**src/rtl/rps_scoreboard.sv**
```systemverilog
// Rock-paper-scissors match scoreboard: accumulates per-player round wins, counts draws,
// and latches the champion(s) when any score reaches TARGET; one-cycle update latency.
module rps_scoreboard #(
   parameter int N_PLAYERS = 3,
   parameter int SCORE_W   = 4,
   parameter int TARGET    = 3,
   parameter int CNT_W     = 6
) (
   input  logic                          CLK,
   input  logic                          RST,
   input  logic                          new_match,
   input  logic                          round_valid,
   input  logic [N_PLAYERS-1:0]          winner_mask,
   output logic [N_PLAYERS*SCORE_W-1:0]  scores,
   output logic [CNT_W-1:0]              round_count,
   output logic [CNT_W-1:0]              draw_count,
   output logic [CNT_W-1:0]              cycle_count,
   output logic                          result_valid,
   output logic [N_PLAYERS-1:0]          last_mask,
   output logic                          match_done,
   output logic [N_PLAYERS-1:0]          champion_mask
);

   typedef enum logic {PLAY = 1'b0, DONE = 1'b1} state_t;

   localparam logic [SCORE_W-1:0]   SCORE_MAX = '1;
   localparam logic [SCORE_W-1:0]   SCORE_ONE = SCORE_W'(1);
   localparam logic [SCORE_W-1:0]   TARGET_S  = SCORE_W'(TARGET);
   localparam logic [CNT_W-1:0]     CNT_MAX   = '1;
   localparam logic [CNT_W-1:0]     CNT_ONE   = CNT_W'(1);
   localparam logic [N_PLAYERS-1:0] DRAW_MASK = '1;

   state_t                         state, state_nxt;
   logic [N_PLAYERS*SCORE_W-1:0]   scores_nxt;
   logic [CNT_W-1:0]               round_nxt, draw_nxt, cycle_nxt;
   logic                           valid_nxt;
   logic [N_PLAYERS-1:0]           last_nxt, champ_nxt, at_target;

   always_ff @(posedge CLK or posedge RST) begin
      if (RST) state <= PLAY;
      else     state <= state_nxt;
   end

   always_comb begin
      state_nxt = state;
      scores_nxt = scores;
      round_nxt = round_count;
      draw_nxt = draw_count;
      cycle_nxt = cycle_count + CNT_ONE;
      valid_nxt = 1'b0;
      last_nxt = last_mask;
      champ_nxt = champion_mask;
      at_target = '0;
      if (new_match) begin
         state_nxt = PLAY;
         scores_nxt = '0;
         round_nxt = '0;
         draw_nxt = '0;
         cycle_nxt = '0;
         last_nxt = '0;
         champ_nxt = '0;
      end else if (state == PLAY && round_valid && winner_mask != '0) begin
         valid_nxt = 1'b1;
         last_nxt = winner_mask;
         if (round_count != CNT_MAX) round_nxt = round_count + CNT_ONE;
         if (winner_mask == DRAW_MASK) begin
            if (draw_count != CNT_MAX) draw_nxt = draw_count + CNT_ONE;
         end else begin
            // Champion detection looks at the post-increment scores so the match ends on this edge.
            for (int i = 0; i < N_PLAYERS; i++) begin
               if (winner_mask[i] && scores[i*SCORE_W +: SCORE_W] != SCORE_MAX)
                  scores_nxt[i*SCORE_W +: SCORE_W] = scores[i*SCORE_W +: SCORE_W] + SCORE_ONE;
               at_target[i] = (scores_nxt[i*SCORE_W +: SCORE_W] == TARGET_S);
            end
            if (at_target != '0) begin
               state_nxt = DONE;
               champ_nxt = at_target;
            end
         end
      end
   end

   always_ff @(posedge CLK or posedge RST) begin
      if (RST) begin
         scores        <= '0;
         round_count   <= '0;
         draw_count    <= '0;
         cycle_count   <= '0;
         result_valid  <= 1'b0;
         last_mask     <= '0;
         champion_mask <= '0;
      end else begin
         scores        <= scores_nxt;
         round_count   <= round_nxt;
         draw_count    <= draw_nxt;
         cycle_count   <= cycle_nxt;
         result_valid  <= valid_nxt;
         last_mask     <= last_nxt;
         champion_mask <= champ_nxt;
      end
   end

   assign match_done = (state == DONE);

endmodule

```
**config.mk**
```make
export PLATFORM = sky130hd
export DESIGN_NAME = rps_scoreboard
export DESIGN_NICKNAME = d
export VERILOG_FILES = /design/src/rtl/rps_scoreboard.sv
export SDC_FILE = /design/constraint.sdc
export NUM_CORES = 1
export LEC_CHECK = 0
export CORE_MARGIN = 1
export CORE_UTILIZATION = 50
export CTS_CLUSTER_DIAMETER = 60
export CTS_CLUSTER_SIZE = 24
export DETAILED_ROUTE_END_ITERATION = 7
export PLACE_DENSITY = 0.81
export SETUP_SLACK_MARGIN = 0.05
export SLEW_MARGIN = 40
export SYNTH_ARGS = -nofsm -noshare
export SYNTH_HDL_FRONTEND = slang
export SYNTH_SLANG_ARGS = --single-unit
```
**constraint.sdc**
```tcl
create_clock -name CLK -period 2.89 [get_ports CLK]
set_clock_uncertainty 0.15 [all_clocks]
set_input_delay 0.289 -clock CLK [delete_from_list [all_inputs] [get_ports CLK]]
set_output_delay 0.289 -clock CLK [all_outputs]
set_load 0.05 [all_outputs]
```
==> run metrics, run 1 <==
status=complete, no violations; Setup TNS=0 ns; WHS=0.257 ns; cts hold-fix bufs=0; Netlist cell types=41; core area=0.00374 mm^2; Die Y=65 um; FF-to-FF setup slack=0.65 ns; GP Congestion=0.749; asr flop ratio synth=100%; number of core rows=22; WP buf/inv=0; Yosys reg bits=38; Worst Reg2Reg Path Length in Cells=5; endpoints failing hold=0; initial drt markers=121; hold crit path type=input pin to async pin; P_leak=0.00113 uW; Critical Path Max Stage Delay=0.52 ns; unrepaired setup endpoints after global routing=false; Residual DRC=0; RR Endpoint=champion_mask[0]; clk sinks=38; Non-Filler Instances=297; router iterations before antenna repair=4; remaining antenna violation count=0; Max Slew Vio Count=0; share of layout cells above drive strength 1=6.02%; FMAX=447 MHz; post-cts sizing count=0; H-tree Lvls=2; # fillers=301; die area=0.00423 mm^2; Vias=1699; Setup Viol. Count Final=0; first-pass GRT wire length=7.23 mm; Avg Inst Size Synth=9.82 um^2; setup ws final=0.654 ns; Design Power=1130 uW; Worst-Skew Late Latency=0.29 ns; Mapped Area=0.00198 mm^2; overall routed net length=4.22 mm; initial antenna violation count=0; CTS tree=built; WP data required=2.88 ns; critical path arrival=2.23 ns; CP Capture Type=flop; Final Net Count=262; EDFF count, synth=0; DP Worst Slack=0.471 ns; clock-pin slew on the worst setup and hold paths=0.07 ns; Die X=65 um; GRT Total Usage=22.4%; total CTS buffers=5; CTS Buffer Depth=2; vias in the first global route=1557; placed insts=290; num ports=45; total setup buffers inserted after CTS=0; Gate Count Post-Synth=202; Setup CP Type=flop to flop; worst rel slew slack=56.6%; WL per Instance=14.2 um; crit-path cells=ha_1, or4b_1, a311o_1, nand4b_1, o311ai_0; CP top delay family=simple AND/OR/NAND/NOR gates; crit path max-delay cell type=or4b_1; Synth-to-Final Area Change=29.3%; PD cells=442 mW/mm^2; HPWL Detailed=2.89 mm; CP Max Fanout=7; PortBufs=44; yosys warns=0; antenna cell count=0; Starting Density=53.0%; Worst VDD drop=353 uV; largest net degree at the start of global routing=40; Worst Setup Start Kind=flop; Synth Flop Type=dfrtp_1; GRT Residual Overflow=0; Root Driver=clkbuf_8; Max Cap Viol=0; Worst Max-Slew Pin Slew=0.648 ns; Final Cycle Share=77.4%; reg2reg start=scores[8]; Synth Net Count=215; post-synthesis sequential area ratio=47.9%; vias per inst=5.72; fin crit period=2.24 ns
cells in the mapped netlist (all sizes together), types with 6 or more instances:
cell type / instances / area (um^2)
dfrtp: 38 / 951
nor2: 30 / 115
nand3: 19 / 95.1
mux2i: 13 / 130
nand2: 11 / 41.3
and3: 6 / 37.5
ha: 6 / 75.1
nand2b: 6 / 37.5
nor3: 6 / 30.0
o21ai: 6 / 33.8
xnor2: 6 / 52.6
xor2: 6 / 52.6
tightest hold or removal path, stage by stage:
cell and delay (ns):
clkdlybuf4s50_1 0.39, inv_1 0.05, buf_4 0.40
power breakdown:
| group | switching, uW | internal (uW) | total [uW] |
|---|---|---|---|
| clock network | 175 | 162 | 337 |
| registers | 22.3 | 551 | 573 |
| logic | 144 | 78.7 | 223 |
| total | 342 | 791 | 1130 |
kinds of logic (layout without fill, tap and decap cells):
kind of cell	count (synthesis)	in the layout	share of synthesized area, %
buffers and inverters	13	60	2.84
and+or+nand+nor	94	94	24.1
adders and majority gates	6	6	3.78
AOI/OAI and AO/OA	26	26	9.46
xor gates and xnor gates	12	12	5.30
DFF	38	38	47.9
muxes	13	13	6.56
worst max path at each step:
stage,endpoint,from,cells past startpoint,slack (ns)
5_1_grt,champion_mask[0],scores[8],5,0.55
6_report,champion_mask[0],scores[8],5,0.65
4_1_cts,champion_mask[0],scores[8],5,0.66
2_1_floorplan,champion_mask[0],scores[8],5,0.55
3_3_place_gp,scores[9],winner_mask[1],6,0.20
3_5_place_dp,champion_mask[0],winner_mask[2],6,0.47
sequential cells by signal (all words and copies together) (netlist names):
signal and flops:
cycle_count 6, champion_mask 3, round_count 6, scores 12, last_mask 3, draw_count 6, result_valid 1, match_done 1
cell usage in the layout (no fill, tap or decap), drive strengths merged:
cell / instances
clkdlybuf4s50: 44
a32o: 1
nor4bb: 1
xor2: 6
a21oi: 4
o211ai: 1
clkinv: 2
o31ai: 1
xnor2: 6
and3b: 1
a311oi: 1
o311ai: 2
or3: 5
o21ba: 1
nor3: 6
mux2i: 13
a2bb2oi: 1
nand4bb: 1
nand4: 1
nand3: 19
nand4b: 2
or4b: 1
a311o: 2
ha: 6
nor2b: 2
o21ai: 6
nand3b: 1
a211oi: 3
or4: 1
a31oi: 2
nor2: 30
clkbuf: 5
and3: 6
nand2: 11
a211o: 1
buf: 5
dfrtp: 38
nand2b: 6
inv: 4
per-stage QoR:
stage	utilization [%]	cell area [um^2]
floorplan	-	1980
global placement	66.3	2480
detailed placement	66.4	2490
CTS	68.5	2560
global route	68.5	2560
finish	68.5	2560
layer usage:
layer	global-route usage [%]	share of wire [%]
met5	0	0
met4	8.61	2.4
met3	6.16	4.4
met2	34.2	47
met1	30.1	46
area by class of cell:
| class | instances | area (um^2) | share of cell area [%] |
|---|---|---|---|
| multi-input combinational | 151 | 982 | 38.3 |
| sequential | 38 | 951 | 37.1 |
| timing repair buffer | 49 | 478 | 18.6 |
| clock buffer | 5 | 68.8 | 2.68 |
| tap | 48 | 60.1 | 2.34 |
| inverter | 4 | 15.0 | 0.585 |
| clock inverter | 2 | 10.0 | 0.390 |
No activity file was read; power rests on OpenSTA's default activity.
==> inputs of run 2 (changes only) <==
==> constraint.sdc (replaced) <==
create_clock -name CLK -period 2.3 [get_ports CLK]
set_clock_uncertainty 0.15 [all_clocks]
set_input_delay 0.23 -clock CLK [delete_from_list [all_inputs] [get_ports CLK]]
set_output_delay 0.23 -clock CLK [all_outputs]
set_load 0.05 [all_outputs]
==> run 2 against run 1 <==
Effect of this change: final cell count up 1.7%; count of clock-buffer cells in the layout increased by 1; final area rose by 2.7%; non-clock buffer count grew 5; via count down 2.8%; flip-flop and latch count unchanged; largest cell class unchanged.
==> run metrics, run 2 (synthesized netlist as in run 1, its figures left out) <==
Final Cycle Share=94.1%; post-cts sizing count=0; Vias=1651; Die Y=65 um; vias in the first global route=1580; commonest non-fill, non-tap cell in the layout=clkdlybuf4s50_1; Setup CP Type=flop to flop; Max Cap Viol=0; RR Endpoint=match_done; worst rel slew slack=65.5%; total CTS buffers=5; remaining antenna violation count=0; num ports=45; GP Congestion=0.807; critical path arrival=2.25 ns; Worst Reg2Reg Path Length in Cells=5; CTS tree=built; GRT Total Usage=21.5%; overall routed net length=4.11 mm; router iterations before antenna repair=4; largest net degree at the start of global routing=39; endpoints failing hold=0; Root Driver=clkbuf_8; crit path capture=match_done; initial drt markers=100; Top Metal Used=met4; CP Max Fanout=6; clk sinks=38; die area=0.00423 mm^2; Worst VDD drop=366 uV; first-pass GRT wire length=7.00 mm; total setup buffers inserted after CTS=0; origin of the worst setup path=scores[9]; crit path max-delay cell type=or4b_1; WP data required=2.38 ns; Worst Setup Start Kind=flop; Worst-Skew Late Latency=0.29 ns; reg2reg start=scores[9]; post-layout util=70.4%; antenna cell count=0; Residual DRC=0; Worst Max-Slew Pin Slew=0.516 ns; PD cells=601 mW/mm^2; Max Slew Vio Count=0; DP Area=0.00252 mm^2; unrepaired setup endpoints after global routing=false; met3 wire len=209 um; status=complete, no violations; Met2 Wirelength=1.95 mm; WHS=0.204 ns; hold crit path type=input pin to async pin; vias per inst=5.47; Synth-to-Final Area Change=32.7%; crit-path cells=ha_1, or4b_1, a311o_1, a31oi_1, o21ba_1; clock-pin slew on the worst setup and hold paths=0.08 ns; Met1 Wirelength=1.89 mm; Final Net Count=267; # fillers=303; max reg flops=12; commonest non-fill, non-tap cells in the layout=44 x clkdlybuf4s50_1, 36 x dfrtp_1, 29 x nor2_1; FF-to-FF setup slack=0.13 ns; Setup Viol. Count Final=0; P_leak=0.00117 uW; initial antenna violation count=0; number of core rows=22; FMAX=462 MHz; placed insts=295; cts hold-fix bufs=0; fin crit period=2.17 ns; Non-Filler Instances=302; Die X=65 um; CP Capture Type=flop; Starting Density=53.0%; GRT Residual Overflow=0; HPWL Detailed=2.85 mm; share of layout cells above drive strength 1=8.27%; Critical Path Max Stage Delay=0.52 ns; Most flops, register=scores; core area=0.00374 mm^2; Setup TNS=0 ns; PortBufs=44; CTS Buffer Depth=2; WL per Instance=13.6 um; cell area after layout=0.00263 mm^2; H-tree Lvls=2
==> run 2: cell types whose count changed in the layout (fill, tap and decap cells not counted) <==
cell       before  now
bufinv_16       0    1
nor3_2          1    0
dfrtp_2         0    2
dfrtp_1        38   36
buf_4           5   10
clkbuf_8        5    6
nor3_1          5    6
clkinv_2        2    0
==> run 2: layout make-up <==
class                      instances  area (um^2)  share of cell area (%)
clock buffer                       6         82.6                    3.14
clock inverter                     1         30.0                    1.14
inverter                           4         15.0                   0.570
multi-input combinational        151          977                    37.1
sequential                        38          953                    36.2
tap                               48         60.1                    2.28
timing repair buffer              54          515                    19.6
==> run 2: where the power goes <==
| part | internal, uW | switching, uW |
|---|---|---|
| Combinational | 107 | 184 |
| Clock | 347 | 227 |
| Sequential | 692 | 24.4 |
| Total | 1150 | 435 |
==> run 2: through the flow <==
step / power, uW / setup WS [ns]
floorplan: 920 / 0.0848
global placement: 1020 / 0.124
detailed placement: 1020 / 0.0756
CTS: 1600 / 0.137
global route: 1650 / 0.0701
finish: 1580 / 0.135
==> run 2: worst max-delay path: cells and delay by family, from the launching register on <==
kind / cells / cell delay [ns]
adder cells (fa/ha/maj): 1 / 0.26
AO/OA/AOI/OAI: 3 / 0.74
flip-flops: 1 / 0.43
AND/OR/NAND/NOR: 1 / 0.52
==> run 2: routing by layer <==
layer / GRT usage (%) / up-vias
met5: 0 / -
met1: 27.7 / 791
met3: 5.11 / 6
li1: - / 819
met4: 7.78 / 0
met2: 34.9 / 35
==> run 2: worst min path at each step <==
stage	startpoint	end	slack, ns
after detailed placement	cycle_count[0]	cycle_count[0]	0.34
after CTS	RST	scores[0]	0.22
after global placement	cycle_count[0]	cycle_count[0]	0.33
final	RST	scores[9]	0.20
after global routing	RST	last_mask[0]	0.27
after floorplan	new_match	result_valid	0.18
==> inputs of run 3 (changes only) <==
--- a/config.mk
+++ b/config.mk
@@ -7,7 +7,7 @@
 export LEC_CHECK = 0
 export CORE_MARGIN = 1
 export CORE_UTILIZATION = 50
-export CTS_CLUSTER_DIAMETER = 60
+export CTS_CLUSTER_DIAMETER = 30
 export CTS_CLUSTER_SIZE = 24
 export DETAILED_ROUTE_END_ITERATION = 7
 export PLACE_DENSITY = 0.81
==> results of run 3 <==
The final DEF is identical to that of run 2; final timing and power are the same.
